**src/rtl/mux_4x32_pkg.sv**
```systemverilog
// Shared constants and select encoding for the registered 4:1 word multiplexer.
package mux_4x32_pkg;

  localparam int WIDTH_DEFAULT = 32;

  typedef logic [1:0] sel_t;

  localparam sel_t SEL_A0 = 2'b00;
  localparam sel_t SEL_A1 = 2'b01;
  localparam sel_t SEL_A2 = 2'b10;
  localparam sel_t SEL_A3 = 2'b11;

endpackage

```
**src/rtl/mux_4x32_comb.sv**
```systemverilog
// Purely combinational 4:1 word selector; an unknown select yields all-X
// in simulation while synthesis treats the decode as complete.
module mux_4x32_comb
  import mux_4x32_pkg::*;
#(
  parameter int WIDTH = WIDTH_DEFAULT
) (
  input  logic [1:0]       s,
  input  logic [WIDTH-1:0] a0,
  input  logic [WIDTH-1:0] a1,
  input  logic [WIDTH-1:0] a2,
  input  logic [WIDTH-1:0] a3,
  output logic [WIDTH-1:0] sel_w
);

  // Decode the select into the chosen operand.
  always_comb begin
    sel_w = {WIDTH{1'b0}};
    case (sel_t'(s))
      SEL_A0:  sel_w = a0;
      SEL_A1:  sel_w = a1;
      SEL_A2:  sel_w = a2;
      SEL_A3:  sel_w = a3;
      default: sel_w = {WIDTH{1'bx}};
    endcase
  end

endmodule

```
**src/rtl/mux_4x32.sv**
```systemverilog
// Registered 4:1 word multiplexer with capture enable and synchronous reset.
// Define MUX_4X32_SEL_ECHO_EN to add the s_q output carrying the captured select.
module mux_4x32
  import mux_4x32_pkg::*;
#(
  parameter int WIDTH = WIDTH_DEFAULT
) (
  input  logic             clk,
  input  logic             rst_n,
  input  logic             en,
  input  logic [1:0]       s,
  input  logic [WIDTH-1:0] a0,
  input  logic [WIDTH-1:0] a1,
  input  logic [WIDTH-1:0] a2,
  input  logic [WIDTH-1:0] a3,
`ifdef MUX_4X32_SEL_ECHO_EN
  output logic [1:0]       s_q,
`endif
  output logic [WIDTH-1:0] y
);

  logic [WIDTH-1:0] w_sel;
  logic [WIDTH-1:0] r_y;

  mux_4x32_comb #(
    .WIDTH (WIDTH)
  ) u_comb (
    .s     (s),
    .a0    (a0),
    .a1    (a1),
    .a2    (a2),
    .a3    (a3),
    .sel_w (w_sel)
  );

  // Output register: reset dominates, enable low holds the previous word.
  always_ff @(posedge clk) begin
    if (!rst_n) begin
      r_y <= {WIDTH{1'b0}};
    end else if (en) begin
      r_y <= w_sel;
    end
  end

  assign y = r_y;

`ifdef MUX_4X32_SEL_ECHO_EN
  logic [1:0] r_s_q;

  // Select echo register, captured alongside y so the two stay aligned.
  always_ff @(posedge clk) begin
    if (!rst_n) begin
      r_s_q <= SEL_A0;
    end else if (en) begin
      r_s_q <= s;
    end
  end

  assign s_q = r_s_q;
`endif

endmodule

```
**config.mk**
```make
export PLATFORM = sky130hd
export DESIGN_NAME = mux_4x32
export DESIGN_NICKNAME = d
export VERILOG_FILES = /design/src/rtl/mux_4x32_pkg.sv /design/src/rtl/mux_4x32_comb.sv /design/src/rtl/mux_4x32.sv
export SDC_FILE = /design/constraint.sdc
export NUM_CORES = 1
export LEC_CHECK = 0
export CAP_MARGIN = 5
export CORE_MARGIN = 3
export CORE_UTILIZATION = 36
export DETAILED_ROUTE_END_ITERATION = 7
export PLACE_DENSITY = 0.87
export RECOVER_POWER = 100
export SLEW_MARGIN = 30
export SYNTH_ARGS = -nofsm -noshare
export SYNTH_HDL_FRONTEND = slang
export SYNTH_HIERARCHICAL = 1
export SYNTH_SLANG_ARGS = --single-unit
```
**constraint.sdc**
```tcl
create_clock -name clk -period 1.9 [get_ports clk]
set_input_delay 0.285 -clock clk [delete_from_list [all_inputs] [get_ports clk]]
set_output_delay 0.285 -clock clk [all_outputs]
set_load 0.1 [all_outputs]
```
## After elaboration in Yosys (flattened, before gate mapping)

Index checks and enable logic that the tools add are counted.

| word-level totals | value |
|---|---|
| input port bits | 133 |
| word-level logic and storage cells | 6 |
| output and inout port bits | 32 |
| flip-flop bits (word level) | 32 |

| operators by class | value |
|---|---|
| equality and inequality tests | 3 |
| reductions and logical operators | 1 |
| multiplexer cells | 1 |

Operator list:

| kind | number |
|---|---|
| $pmux 32 s4 | 1 |
| $eq 2x2->1 const B | 2 |
| $eq 2x1->1 const B | 1 |
| $logic_not 2->1 | 1 |

## Logic depth before layout (Yosys ltp)

Gate-level depths: netlist of the first run.

| logic depth | value |
|---|---|
| depth after elaboration | 2 |
| mapped depth | 5 |
| mapped depth without buffers | 3 |

## Cells and area by module

Netlist of the first run, hierarchy kept.

By module, submodules not included:

| module | instances | seq. area each (um^2) | area each (um^2) | cells each |
|---|---|---|---|---|
| mux_4x32 | 1 | 640.6 | 1243.7 | 103 |
| mux_4x32_comb | 1 | 0.0 | 814.5 | 39 |

## Worst setup path after synthesis of the first run

OpenSTA, ideal clock, no wires.

| path | value |
|---|---|
| path type | input to register |
| from | input s[0] |
| to | register r_y[0], in the netlist y[0] |
| path buffers | 2 |
| arrival | 1214 ps |
| data required time | 1780 ps |
| stages on the path | 5 |
| setup time | 120 ps |
| path slack | 566 ps |
| cells stage by stage | buf_6 -> buf_12 -> mux4_2 -> mux2i_1 -> nor2b_1 |

| on the way | value |
|---|---|
| longest elaborated chain between the ends | 2 |
| elaborated cells between the ends (all ways) | 5 |
| classes of those cells | eq/ne: 3; mux: 1; reduce/logical: 1 |

RTL lines:

| what | line | text |
|---|---|---|
| from (decl) | mux_4x32.sv:11 | `input logic [1:0] s,` |
| $eq 2x2->1, or another cell as far along | mux_4x32_comb.sv:19 | `case (sel_t'(s))` |
| $pmux 32 s4 (*) | mux_4x32_comb.sv:19 |  |
| via w_sel[0] | mux_4x32.sv:22 | `logic [WIDTH-1:0] w_sel;` |
| to (signal assigned) | mux_4x32.sv:39 | `r_y <= {WIDTH{1'b0}};` |
| to (signal assigned) | mux_4x32.sv:41 | `r_y <= w_sel;` |
| to (decl) | mux_4x32.sv:23 | `logic [WIDTH-1:0] r_y;` |

Mark *: on every way through the listed nets, which the timed path passes. The rest lies on a longest branch.
A chain may end at the register's enable or synchronous reset.

## Worst setup path after layout of the first run

| path | value |
|---|---|
| from | input s[1] |
| to | register r_y[6], in the netlist y[6] |

Same word-level chain as after synthesis.

==> key figures, run 1 <==
Global routing
  • First-pass GRT wire length: 9560 um
  • Vias in the first global route: about 2100
  • Global Route Usage Sum: between 10% and 20%
  • Largest net degree at the start of global routing: 33
  • Initial antenna violation count: 0
  • Total grt overflow: 0

Critical path
  • Crit path buf inv count: 2
  • CP Data Arrival Time: 1.65 ns
  • CP Capture Type: flip-flop
  • Cells along the critical path: dlygate4sd3_1, buf_12, mux4_2, mux2i_1, nor2b_1
  • Crit-path max FO: 32
  • CP Data Required Time: between 2 and 2.5 ns
  • CP max stage cell: dlygate4sd3_1
  • Delay of the slowest critical-path stage: 0.58 ns
  • Top delay family on crit path: buffers and inverters
  • Critical path class: input port to flip-flop
  • FF-to-FF setup slack: between 1 and 1.5 ns
  • Worst Setup Start Kind: input port

STA
  • Final Setup Violations: 0
  • RSZ-0062 raised after global routing: false
  • Tmin final: 1.48 ns
  • Hold Violations, Final: 0
  • Skew final: 0 ns
  • Fin Hold WS: 0.521 ns
  • Final Max Slew Viols: 0
  • Slew @ Worst Pin: 0.563 ns
  • Fmax: ~680 MHz
  • Rel. slew slack: 62.6%
  • Setup TNS: 0 ns
  • Tcrit/Tclk final: ~78%

Synth
  • Synth Instances: roughly 140
  • Avg Cell Area, Syn: 14.5 sq um
  • Mapped cell area: roughly 2100 sq um
  • Synth unique cells: 9
  • Seq/Total Area, Yosys: 31.1%
  • Post-synthesis register bit count: 32
  • Synth warnings: 6
  • Syn nets: between 200 and 300

Clock tree
  • Clk sinks: 32
  • Reg clk slew, reported paths: 0.07 ns
  • CTS tree: built
  • CTS resizes: 0
  • CTS Buffer Depth: 2
  • # H-tree levels: 2
  • Clk Latency, worst-skew pair: 0.28 ns
  • Setup Buffers After CTS: 0
  • Hold buffers post-CTS: 0
  • Root buffer cell: clkbuf_8
  • Number of CTS-inserted buffers: 5

Min path
  • HP Class: flip-flop to flip-flop

Detailed routing
  • Initial DRC Count: 35
  • First drt pass iteration count: 4
  • Number of remaining DRC errors: 0
  • Post-Route WL: approximately 6400 um
  • Routed Antenna Nets: 0
  • Vias/cell: between 4 and 5
  • Wire per inst: 17.1 um
  • Via count: 1846

Layout
  • Non-Filler Instances: approximately 370
  • Layout area overhead: 76.0%
  • Ant diodes: 0
  • Nets: approximately 440
  • Fillers: 432
  • Commonest non-fill, non-tap cell in the layout: clkdlybuf4s50_1
  • Most frequent cells in the layout: 129 x clkdlybuf4s50_1, 32 x mux2i_1, 32 x nor2b_1, 32 x clkbuf_2, 32 x dfxtp_1
  • Layout cells sized above 1: 24.7%
  • Largest register FFs: 32

Placed design
  • Placed Cells: 366
  • Hpwl dp: 5050 um
  • # port buffers: 164
  • Final GP Congestion: 0.729

Pwr
  • Tot Pwr: 2.38 mW
  • Pleak: between 1 and 1.5 nW
  • Worst vdd ir: 0.456 mV
  • PwrDens: 658 nW/um^2

Floorplanning
  • Die Ht: 81.6 um
  • Die X: 81.6 um
  • Num rows: 26
  • Core ar.: 5300 sq um
  • Initial Utilization: 38.8%
  • Die area: 6660 sq um
  • # IOs: 165

Flow run
  • MaxCap Viol Count: 0

Run status
  • Status: complete, no violations
-- worst min-delay path, cell delays in order, from the launching register on --
cell	delay, ns
dfxtp_1	0.33
mux2i_1	0.07
nor2b_1	0.09
-- where the power goes --
| group | internal (mW) | switching (mW) | total [mW] |
|---|---|---|---|
| registers | 0.724 | 0.0282 | 0.752 |
| logic | 0.441 | 0.544 | 0.986 |
| clock network | 0.389 | 0.257 | 0.646 |
| total | 1.55 | 0.830 | 2.38 |
-- kinds of logic after synthesis --
kind of cell / Yosys count / share of synthesized area [%]
simple gates: 32 / 9.73
mux: 64 / 50.9
flops: 32 / 31.1
buf+inv: 14 / 8.21
-- through the flow --
| step | util [%] | setup slack [ns] | cell area (sq um) |
|---|---|---|---|
| finish | 68.3 | 0.421 | 3620 |
| global route | 68.3 | 0.353 | 3620 |
| CTS | 69.8 | 0.500 | 3700 |
| detailed placement | 67.8 | 0.190 | 3600 |
| global placement | 67.8 | 0.223 | 3600 |
| floorplan | - | 0.566 | 2060 |
-- cells in the mapped netlist --
library cell  instances  share of area, %
buf_12                6               5.8
buf_2                 3              0.73
buf_6                 2               1.1
clkbuf_1              3              0.55
dfxtp_1              32                31
mux2i_1              32                16
mux4_1                2               2.6
mux4_2               30                33
nor2b_1              32               9.7
-- routing by layer --
layer / track usage, % / vias up / part of all wire, %
li1: - / 865 / -
met2: 38.3 / 97 / 56
met5: 0 / - / 0
met4: 7.31 / 0 / 1.3
met3: 6.91 / 7 / 11
met1: 18.1 / 877 / 32
-- layout make-up --
class,count,area [sq um],area share (%)
Clock buffer,6,72.6,2.00
Clock inverter,2,35.0,0.967
Multi-Input combinational cell,96,1250,34.5
Sequential cell,32,641,17.7
Tap cell,70,87.6,2.42
Timing Repair Buffer,168,1540,42.5
-- final timing paths --
path / startpoint / end / cells after the start
worst max-delay path: s[1] / y[6] / 5
worst min-delay path: y[31] / y[31] / 2
worst max register to register: y[6] / y[6] / 2
worst min register to register: y[31] / y[31] / 2
Note: power is estimated with default switching activity, not from simulation.
==> run 2: changes to the inputs <==
--- a/config.mk
+++ b/config.mk
@@ -7,9 +7,9 @@
 export LEC_CHECK = 0
 export CAP_MARGIN = 5
 export CORE_MARGIN = 3
-export CORE_UTILIZATION = 36
+export CORE_UTILIZATION = 30
 export DETAILED_ROUTE_END_ITERATION = 7
-export PLACE_DENSITY = 0.87
+export PLACE_DENSITY = 0.77
 export RECOVER_POWER = 100
 export SLEW_MARGIN = 30
 export SYNTH_ARGS = -nofsm -noshare
==> constraint.sdc (replaced) <==
create_clock -name clk -period 1.3 [get_ports clk]
set_input_delay 0.195 -clock clk [delete_from_list [all_inputs] [get_ports clk]]
set_output_delay 0.195 -clock clk [all_outputs]
set_load 0.1 [all_outputs]
==> run 2 against run 1 <==
  * Critical path depth stayed put
  * Die area is 18% higher
  * Critical path type unchanged
  * Via count is 2.2% higher
==> key figures, run 2 (synthesized netlist as in run 1, its figures left out) <==
Min path
  • HP Class: input port to flip-flop
  • Hold Path End: y[11]
  • Hold Path Depth: 4
  • Hold Crit Start: en

Clock tree
  • Clk sinks: 32
  • CTS Buffer Depth: 2
  • Number of CTS-inserted buffers: 5
  • Clk Latency, worst-skew pair: 0.28 ns
  • # H-tree levels: 2
  • CTS tree: built
  • Hold buffers post-CTS: 0
  • Reg clk slew, reported paths: 0.07 ns
  • Root buffer cell: clkbuf_8

Pwr
  • Sw Ratio: approximately 36%
  • Worst vdd ir: 0.434 mV
  • PwrDens: 905 nW/um^2
  • Clk pwr share: roughly a quarter
  • Pint: between 2 and 2.5 mW
  • Pleak: 1.51 nW
  • Switch Pwr: 1.22 mW
  • Reg power frac: 32.0%
  • Combinational power share: 44.5%
  • Tot Pwr: 3.41 mW

STA
  • Skew final: 0 ns
  • Rel. slew slack: 78.8%
  • Slew @ Worst Pin: 0.320 ns
  • Tmin final: about 1.2 ns
  • Final Setup Violations: 0
  • Fmax: about 850 MHz
  • RSZ-0062 raised after global routing: false
  • Final Max Slew Viols: 0
  • Tcrit/Tclk final: 91.0%
  • Hold Violations, Final: 0
  • Final setup margin: 0.117 ns

Critical path
  • FF-to-FF setup slack: 0.68 ns
  • Worst Reg-to-Reg Cells: 2
  • CP Data Required Time: 1.47 ns
  • RR Startpoint: y[20]
  • CP Data Arrival Time: 1.36 ns
  • Critical path class: input port to flip-flop
  • Worst Setup Start Kind: input port
  • Crit-path max FO: 9
  • R2r endpoint: y[20]
  • CP Capture Type: flip-flop

Detailed routing
  • Wire per inst: 18.0 um
  • Routed Antenna Nets: 0
  • Number of remaining DRC errors: 0
  • First drt pass iteration count: 4
  • Initial DRC Count: 5
  • Post-Route WL: 6920 um
  • Vias/cell: 4.91
  • Via count: 1887

Layout
  • Util after Layout: 58.1%
  • Most frequent cells in the layout: 129 x clkdlybuf4s50_1, 32 x mux2i_1, 32 x nor2b_1, 32 x clkbuf_4, 32 x dfxtp_1
  • Largest register FFs: 32
  • Nets: between 400 and 500
  • Ant diodes: 0
  • Design Area, Final: 3770 sq um
  • Commonest non-fill, non-tap cell in the layout: clkdlybuf4s50_1
  • Layout area overhead: 83.3%
  • Layout cells sized above 1: around a quarter

Floorplanning
  • Core ar.: 6490 sq um
  • Die area: 7890 sq um
  • Die Ht: 88.8 um
  • Die X: 88.8 um
  • Initial Utilization: 31.7%
  • # IOs: 165
  • Num rows: 29

Global routing
  • First-pass GRT wire length: 10300 um
  • Total grt overflow: 0
  • Initial antenna violation count: 0
  • Global Route Usage Sum: between 10% and 20%
  • Vias in the first global route: 2137
  • Largest net degree at the start of global routing: 33

Placed design
  • Placement Setup Slack: -0.311 ns
  • Placed Area: 4060 sq um
  • Hpwl dp: 5430 um
  • # port buffers: 164
  • Final GP Congestion: 0.694

Run status
  • Status: complete, no violations

Flow run
  • MaxCap Viol Count: 0
[run 2: stage by stage]
stage | TNS (ns) | hold slack (ns) | instances
global route | 0 | 0.497 | 384
detailed placement | -9.20 | 0.547 | 375
CTS | 0 | 0.479 | 384
floorplan | 0 | 0.323 | 142
finish | 0 | 0.484 | 384
global placement | -8.27 | 0.538 | 375
[run 2: metal layers]
| metal | wire length, um | up-vias | part of all wire, % | GRT usage [%] |
|---|---|---|---|---|
| met5 | 0 | - | 0 | 0 |
| met4 | 101 | 0 | 1.5 | 5.77 |
| met3 | 675 | 8 | 9.7 | 6.24 |
| met2 | 3790 | 95 | 55 | 33.1 |
| met1 | 2360 | 906 | 34 | 17.2 |
| li1 | - | 878 | - | - |
[run 2: what timing repair did]
item	CTS	global route
gates resized for setup	2	0
setup buffers	0	0
setup endpoints to repair	6	0
[run 2: layout make-up]
type,count,area (sq um)
clock buffer,8,90.1
fill,563,2720
multi-input combinational,96,1250
sequential,32,641
tap,77,96.3
timing repair buffer,171,1700
[run 2: worst max-delay path by stage]
stage	startpoint	slack [ns]	cells past startpoint	end
finish	s[0]	0.12	5	y[28]
global route	s[0]	0.06	5	y[28]
CTS	s[0]	0.12	5	y[28]
detailed placement	s[1]	-0.31	5	y[21]
global placement	s[1]	-0.28	5	y[24]
floorplan	y[0]	0.04	2	y[0]
[run 2: power groups by stage]
| stage | Clock [mW] | Combinational [mW] | Sequential (mW) |
|---|---|---|---|
| after floorplan | 0 | 0.408 | 1.66 |
| after global routing | 0.872 | 1.59 | 1.10 |
| after detailed placement | 0 | 1.72 | 1.16 |
| final | 0.801 | 1.52 | 1.09 |
| after CTS | 0.825 | 1.73 | 1.14 |
| after global placement | 0 | 1.69 | 1.16 |
[run 2: worst max-delay path: stages]
cell and delay [ns]:
clkbuf_2 0.22, buf_12 0.18, mux4_1 0.56, mux2i_1 0.14, nor2b_1 0.06
